<file path="src/rtl/seg7_decode_monitor.sv">
// rtl/seg7_decode_monitor.sv - 7-segment bus decoder with stability filter, error counter and optional down-sequence check (SEG7_SEQ_CHECK_EN)
module seg7_decode_monitor #(
  parameter int STABLE_CYCLES = 2,
  parameter int ERR_W         = 8
) (
  input  logic             clk,
  input  logic             reset,
  input  logic [6:0]       seg_in,
  input  logic             clear_err,
  output logic [3:0]       digit,
  output logic             digit_valid,
  output logic             pattern_err,
  output logic             seq_err,
  output logic             locked,
  output logic [ERR_W-1:0] err_count
);

  localparam logic [3:0] STAB    = 4'(STABLE_CYCLES);
  localparam logic [6:0] SEG_BLK = 7'h7F;

  logic [6:0]       r_samp;
  logic [3:0]       r_run;
  logic             r_acc;
  logic [6:0]       r_acc_pat;
  logic [3:0]       r_digit;
  logic             r_digit_valid;
  logic             r_pattern_err;
  logic             r_seq_err;
  logic             r_locked;
  logic [ERR_W-1:0] r_err_count;

  logic       w_changed;
  logic [3:0] w_run_nx;
  logic       w_acc_pre;
  logic       w_hit;
  logic       w_accept;
  logic       w_legal;
  logic       w_blank;
  logic [3:0] w_dec;
  logic       w_valid_nx;
  logic       w_perr_nx;
  logic       w_serr_nx;
  logic       w_inc;

  always_comb begin
    w_legal = 1'b1;
    w_blank = 1'b0;
    w_dec   = 4'h0;
    case (seg_in)
      7'h40: w_dec = 4'h0;
      7'h79: w_dec = 4'h1;
      7'h24: w_dec = 4'h2;
      7'h30: w_dec = 4'h3;
      7'h19: w_dec = 4'h4;
      7'h12: w_dec = 4'h5;
      7'h02: w_dec = 4'h6;
      7'h78: w_dec = 4'h7;
      7'h00: w_dec = 4'h8;
      7'h10: w_dec = 4'h9;
      7'h08: w_dec = 4'hA;
      7'h03: w_dec = 4'hB;
      7'h46: w_dec = 4'hC;
      7'h21: w_dec = 4'hD;
      7'h06: w_dec = 4'hE;
      7'h0E: w_dec = 4'hF;
      SEG_BLK: begin
        w_legal = 1'b0;
        w_blank = 1'b1;
      end
      default: w_legal = 1'b0;
    endcase
  end

  // A glitch that settles back onto the pattern already accepted must not re-accept it.
  always_comb begin
    w_changed = (seg_in != r_samp);
    w_run_nx  = w_changed ? 4'd1 : ((r_run < STAB) ? r_run + 4'd1 : r_run);
    w_acc_pre = w_changed ? 1'b0 : r_acc;
    w_hit     = (w_run_nx == STAB);
    w_accept  = w_hit && !w_acc_pre && (seg_in != r_acc_pat);
  end

  always_comb begin
    w_valid_nx = w_accept && w_legal;
    w_perr_nx  = w_accept && !w_legal && !w_blank;
  end

`ifdef SEG7_SEQ_CHECK_EN
  logic [3:0] w_expect;
  always_comb begin
    w_expect  = r_digit - 4'd1;
    w_serr_nx = w_valid_nx && r_locked && (w_dec != w_expect) && (w_dec != r_digit);
  end
`else
  always_comb begin
    w_serr_nx = 1'b0;
  end
`endif

  assign w_inc = w_perr_nx || w_serr_nx;

  always_ff @(posedge clk or negedge reset) begin
    if (!reset) begin
      r_samp    <= SEG_BLK;
      r_run     <= 4'd0;
      r_acc     <= 1'b0;
      r_acc_pat <= SEG_BLK;
    end else begin
      r_samp <= seg_in;
      r_run  <= w_run_nx;
      r_acc  <= w_acc_pre || w_hit;
      if (w_accept) begin
        r_acc_pat <= seg_in;
      end
    end
  end

  always_ff @(posedge clk or negedge reset) begin
    if (!reset) begin
      r_digit       <= 4'h0;
      r_digit_valid <= 1'b0;
      r_pattern_err <= 1'b0;
      r_seq_err     <= 1'b0;
      r_locked      <= 1'b0;
    end else begin
      r_digit_valid <= w_valid_nx;
      r_pattern_err <= w_perr_nx;
      r_seq_err     <= w_serr_nx;
      if (w_accept) begin
        r_locked <= w_legal;
        if (w_legal) begin
          r_digit <= w_dec;
        end
      end
    end
  end

  always_ff @(posedge clk or negedge reset) begin
    if (!reset) begin
      r_err_count <= '0;
    end else if (clear_err) begin
      r_err_count <= '0;
    end else if (w_inc && (r_err_count != {ERR_W{1'b1}})) begin
      r_err_count <= r_err_count + 1'b1;
    end
  end

  assign digit       = r_digit;
  assign digit_valid = r_digit_valid;
  assign pattern_err = r_pattern_err;
  assign seq_err     = r_seq_err;
  assign locked      = r_locked;
  assign err_count   = r_err_count;

endmodule

</file>
<file path="config.mk">
export PLATFORM = sky130hd
export DESIGN_NAME = seg7_decode_monitor
export DESIGN_NICKNAME = d
export VERILOG_FILES = /design/src/rtl/seg7_decode_monitor.sv
export SDC_FILE = /design/constraint.sdc
export NUM_CORES = 1
export LEC_CHECK = 0
export CAP_MARGIN = 20
export CORE_MARGIN = 5
export CORE_UTILIZATION = 59
export CTS_BUF_LIST = sky130_fd_sc_hd__clkbuf_16
export CTS_CLUSTER_SIZE = 40
export DETAILED_ROUTE_END_ITERATION = 16
export PLACE_DENSITY = 0.84
export RECOVER_POWER = 50
export SLEW_MARGIN = 0
export SYNTH_ARGS = -nofsm -noshare
export SYNTH_HDL_FRONTEND = slang
export SYNTH_SLANG_ARGS = --single-unit
</file>
<file path="constraint.sdc">
create_clock -name clk -period 4.3 [get_ports clk]
set_clock_uncertainty 0.1 [all_clocks]
set_input_delay 0.86 -clock clk [delete_from_list [all_inputs] [get_ports clk]]
set_output_delay 0.86 -clock clk [all_outputs]
set_load 0.02 [all_outputs]
</file>
==> summary.txt <==
Timing
  • Slew Viols, Final: 0
  • Post-route setup TNS: 0 ns
  • Max Fclk: 0.2819 GHz
  • # setup viols final: 0
  • Final Hold Vio Count: 0
  • Hold slack final: between 0.4 and 0.5 ns
  • RSZ-0062 raised after global routing: no
  • Post-layout min period: approximately 3.5 ns
  • Tightest Pin Transition: about 1.1 ns
  • Max-slew headroom: about 27%
  • Final Cycle Share: just over 80%

Worst setup path
  • Startpoint types: primary input
  • Critical Path End Type: register
  • Crit-path max cell delay: ~0.57 ns
  • CP Class: in -> reg
  • Crit path cell chain: clkdlybuf4s50_1 -> clkbuf_1 -> or3_1 -> nand2_1 -> a221oi_2 -> nand2_2 -> or4_1 -> a21oi_1
  • CP delay by family, top: simple AND/OR/NAND/NOR gates
  • Critical path's slowest cell: clkbuf_1
  • Crit path DAT: about 3.6 ns
  • Worst-path maximum fanout: 17
  • WP data required: 4.40 ns
  • Critical path buffer and inverter count: 2

Drt
  • Wire per inst: approximately 17 um
  • Antenna Nets Post-Route: 0
  • # DRC: 0
  • Avg Vias per Cell: ~6.2
  • Routed WL: 4577 um
  • Vias: 1660
  • TritonRoute pass-1 iters: 4
  • Starting DRC count in detailed routing: 93

Die
  • Die Ht: between 60 and 70 um
  • # rows: 21
  • Core box area: between 3000 and 4000 um^2
  • Die Area: roughly 4800 um^2
  • I/O pins: 26
  • Initial Utilization: 60.97%
  • Die width: slightly below 70 um

Clock tree
  • TritonCTS Buffers: 5
  • Clock Tree Buf Depth: 2
  • Worst skew pair latency: 0.28 ns
  • Clk root buf: clkbuf_16
  • Clk sinks: 34
  • Postcts setup bufs: 0
  • CTS clk-pin slew, worst paths: 0.06 ns
  • CTS tree: built
  • CTS Hold Bufs: 0
  • H-tree depth: 2
  • Resize count post-CTS: 0

Synth
  • Syn nets: 210
  • Yosys reg bits: 34
  • Seq/Total Area, Yosys: between 40 and 50%
  • Unique cell type count in the Yosys netlist: 50
  • Post-synth EDFFs: 0
  • Syn Inst Count: about 200
  • Ys async rst share: 100.0%
  • Syn_area_per_cell: a little over 10 um^2
  • Post-synthesis instance area: between 2000 and 2500 um^2
  • Synth warnings: 0
  • Main synth FF type: dfrtp_1

Finish
  • Final Cell Area: between 2000 and 2500 um^2
  • # diodes: 0
  • Share of cells above drive strength 1: roughly a fifth
  • Area grow syn2layout: 19.34%
  • Nets: 231

Flow run
  • MaxCap Viol Count: 0

Placement
  • Final Wtd Congestion: between 0.8 and 0.9
  • DPL Wire Length: ~3000 um
  • Area after DPL: around 2300 um^2
  • PortBufs: 24

Global routing
  • First-pass GRT wire length: 7472 um
  • Largest net degree at the start of global routing: 25
  • Overflow after GRT: 0
  • Vias in the first global route: roughly 1600
  • Initial antenna violation count: 0
  • Global Route Usage Sum: a little over a fifth

Power
  • Total power: between 0.9 and 1 mW
  • Leak Pwr: between 0.9 and 1 nW
  • Peak VDD IR: 353.9 uV
  • Power per cell area: between 300 and 400 nW/um^2

Run status
  • Outcome: finished, final reports clean

Min path
  • Min-delay worst type: reg -> reg
-- cells in the mapped netlist, types with 2 or more instances --
cell type | n | area, um^2
a21oi_1 | 9 | 45.04
a41oi_1 | 2 | 17.52
and3_1 | 4 | 25.02
buf_2 | 7 | 35.03
buf_4 | 3 | 22.52
buf_6 | 6 | 67.56
dfrtp_1 | 20 | 500.5
dfstp_2 | 14 | 367.9
ha_1 | 2 | 25.02
inv_1 | 2 | 7.510
mux2_1 | 2 | 22.52
mux2_2 | 9 | 101.4
nand2_1 | 11 | 41.29
nand2b_1 | 2 | 12.51
nand3_1 | 4 | 20.02
nand4_1 | 6 | 37.54
nand4b_4 | 2 | 47.55
nor2_1 | 11 | 41.29
nor2b_1 | 7 | 43.79
nor3_1 | 8 | 40.04
nor4_1 | 5 | 31.28
o21ai_0 | 6 | 30.03
o22ai_1 | 3 | 18.77
o31a_1 | 2 | 17.52
o31ai_1 | 5 | 37.54
or3_1 | 3 | 18.77
or4_1 | 5 | 37.54
xnor2_1 | 6 | 52.55
xor2_1 | 11 | 96.34
-- report_power, final --
| group | switching [mW] | total [mW] | leakage (nW) | internal [mW] |
|---|---|---|---|---|
| logic | 0.0622 | 0.114 | 0.460 | 0.0516 |
| clock network | 0.135 | 0.468 | 0.0940 | 0.333 |
| registers | 0.0152 | 0.372 | 0.415 | 0.357 |
-- stage by stage --
stage          setup WS (ns)  util, %  std cells
3_3_place_gp          0.6895    67.34        257
5_1_grt               0.4983    72.77        266
2_1_floorplan          1.669        -        198
4_1_cts               0.8552    73.10        265
6_report              0.7530    72.77        266
3_5_place_dp          0.5503    67.34        257
-- per-layer routing --
| layer | vias to the layer above | GRT usage [%] | wire, um |
|---|---|---|---|
| met5 | - | 0 | 0 |
| met4 | 0 | 7.786 | 85 |
| met3 | 16 | 5.673 | 265 |
| met2 | 65 | 37.02 | 2431 |
| met1 | 815 | 25.10 | 1794 |
| li1 | 764 | - | - |
-- cells by family (layout without fill, tap and decap cells) --
kind of cell | count (synthesis) | in the layout | synth area share, %
other | 1 | 1 | 0.1829
adder cells (fa/ha/maj) | 2 | 2 | 1.220
XOR/XNOR | 17 | 17 | 7.260
buffers and inverters | 19 | 41 | 6.650
AND/OR/NAND/NOR | 76 | 76 | 23.25
flip-flops | 34 | 34 | 42.34
multiplexers | 11 | 11 | 6.040
AO/OA/AOI/OAI | 38 | 38 | 13.06
-- layout by cell type, fill, tap and decap left out, drive strengths merged, types with 6 or more instances in the layout --
| master | Yosys | layout |
|---|---|---|
| a21oi | 9 | 9 |
| clkbuf | 0 | 10 |
| clkdlybuf4s50 | 0 | 20 |
| dfrtp | 20 | 20 |
| dfstp | 14 | 14 |
| mux2 | 11 | 11 |
| nand2 | 12 | 12 |
| nand4 | 6 | 6 |
| nor2 | 11 | 11 |
| nor2b | 7 | 7 |
| nor3 | 8 | 8 |
| o21ai | 6 | 6 |
| xnor2 | 6 | 6 |
| xor2 | 11 | 11 |
-- flip-flops by register name, summed over array words and instances (netlist names), 4 cells and up --
signal     count
r_run          4
r_acc_pat      7
digit          4
err_count      8
r_samp         7
-- final timing paths --
| path | slack, ns | depth (start not counted) | start | to |
|---|---|---|---|---|
| worst max-delay path | 0.75 | 8 | seg_in[5] | err_count[4] |
| worst min-delay path | 0.42 | 1 | digit[2] | digit[2] |
| worst max register to register | 1.70 | 6 | r_samp[6] | digit[3] |
| worst min register to register | 0.42 | 1 | digit[2] | digit[2] |
| min in group asynchronous | 0.76 | 1 | reset | pattern_err |
| max in group asynchronous | 1.70 | 3 | reset | r_acc_pat[6] |
-- layout make-up --
class                   count  area [um^2]
clock buffers               5        125.1
clock inverters             3        68.82
fillers                   252        915.9
inverters                   2        7.507
multi-input cells         145         1046
flip-flops and latches     34        868.3
well taps                  46        57.56
repair buffers             31        274.0
Power figures use the tool's default switching activity.
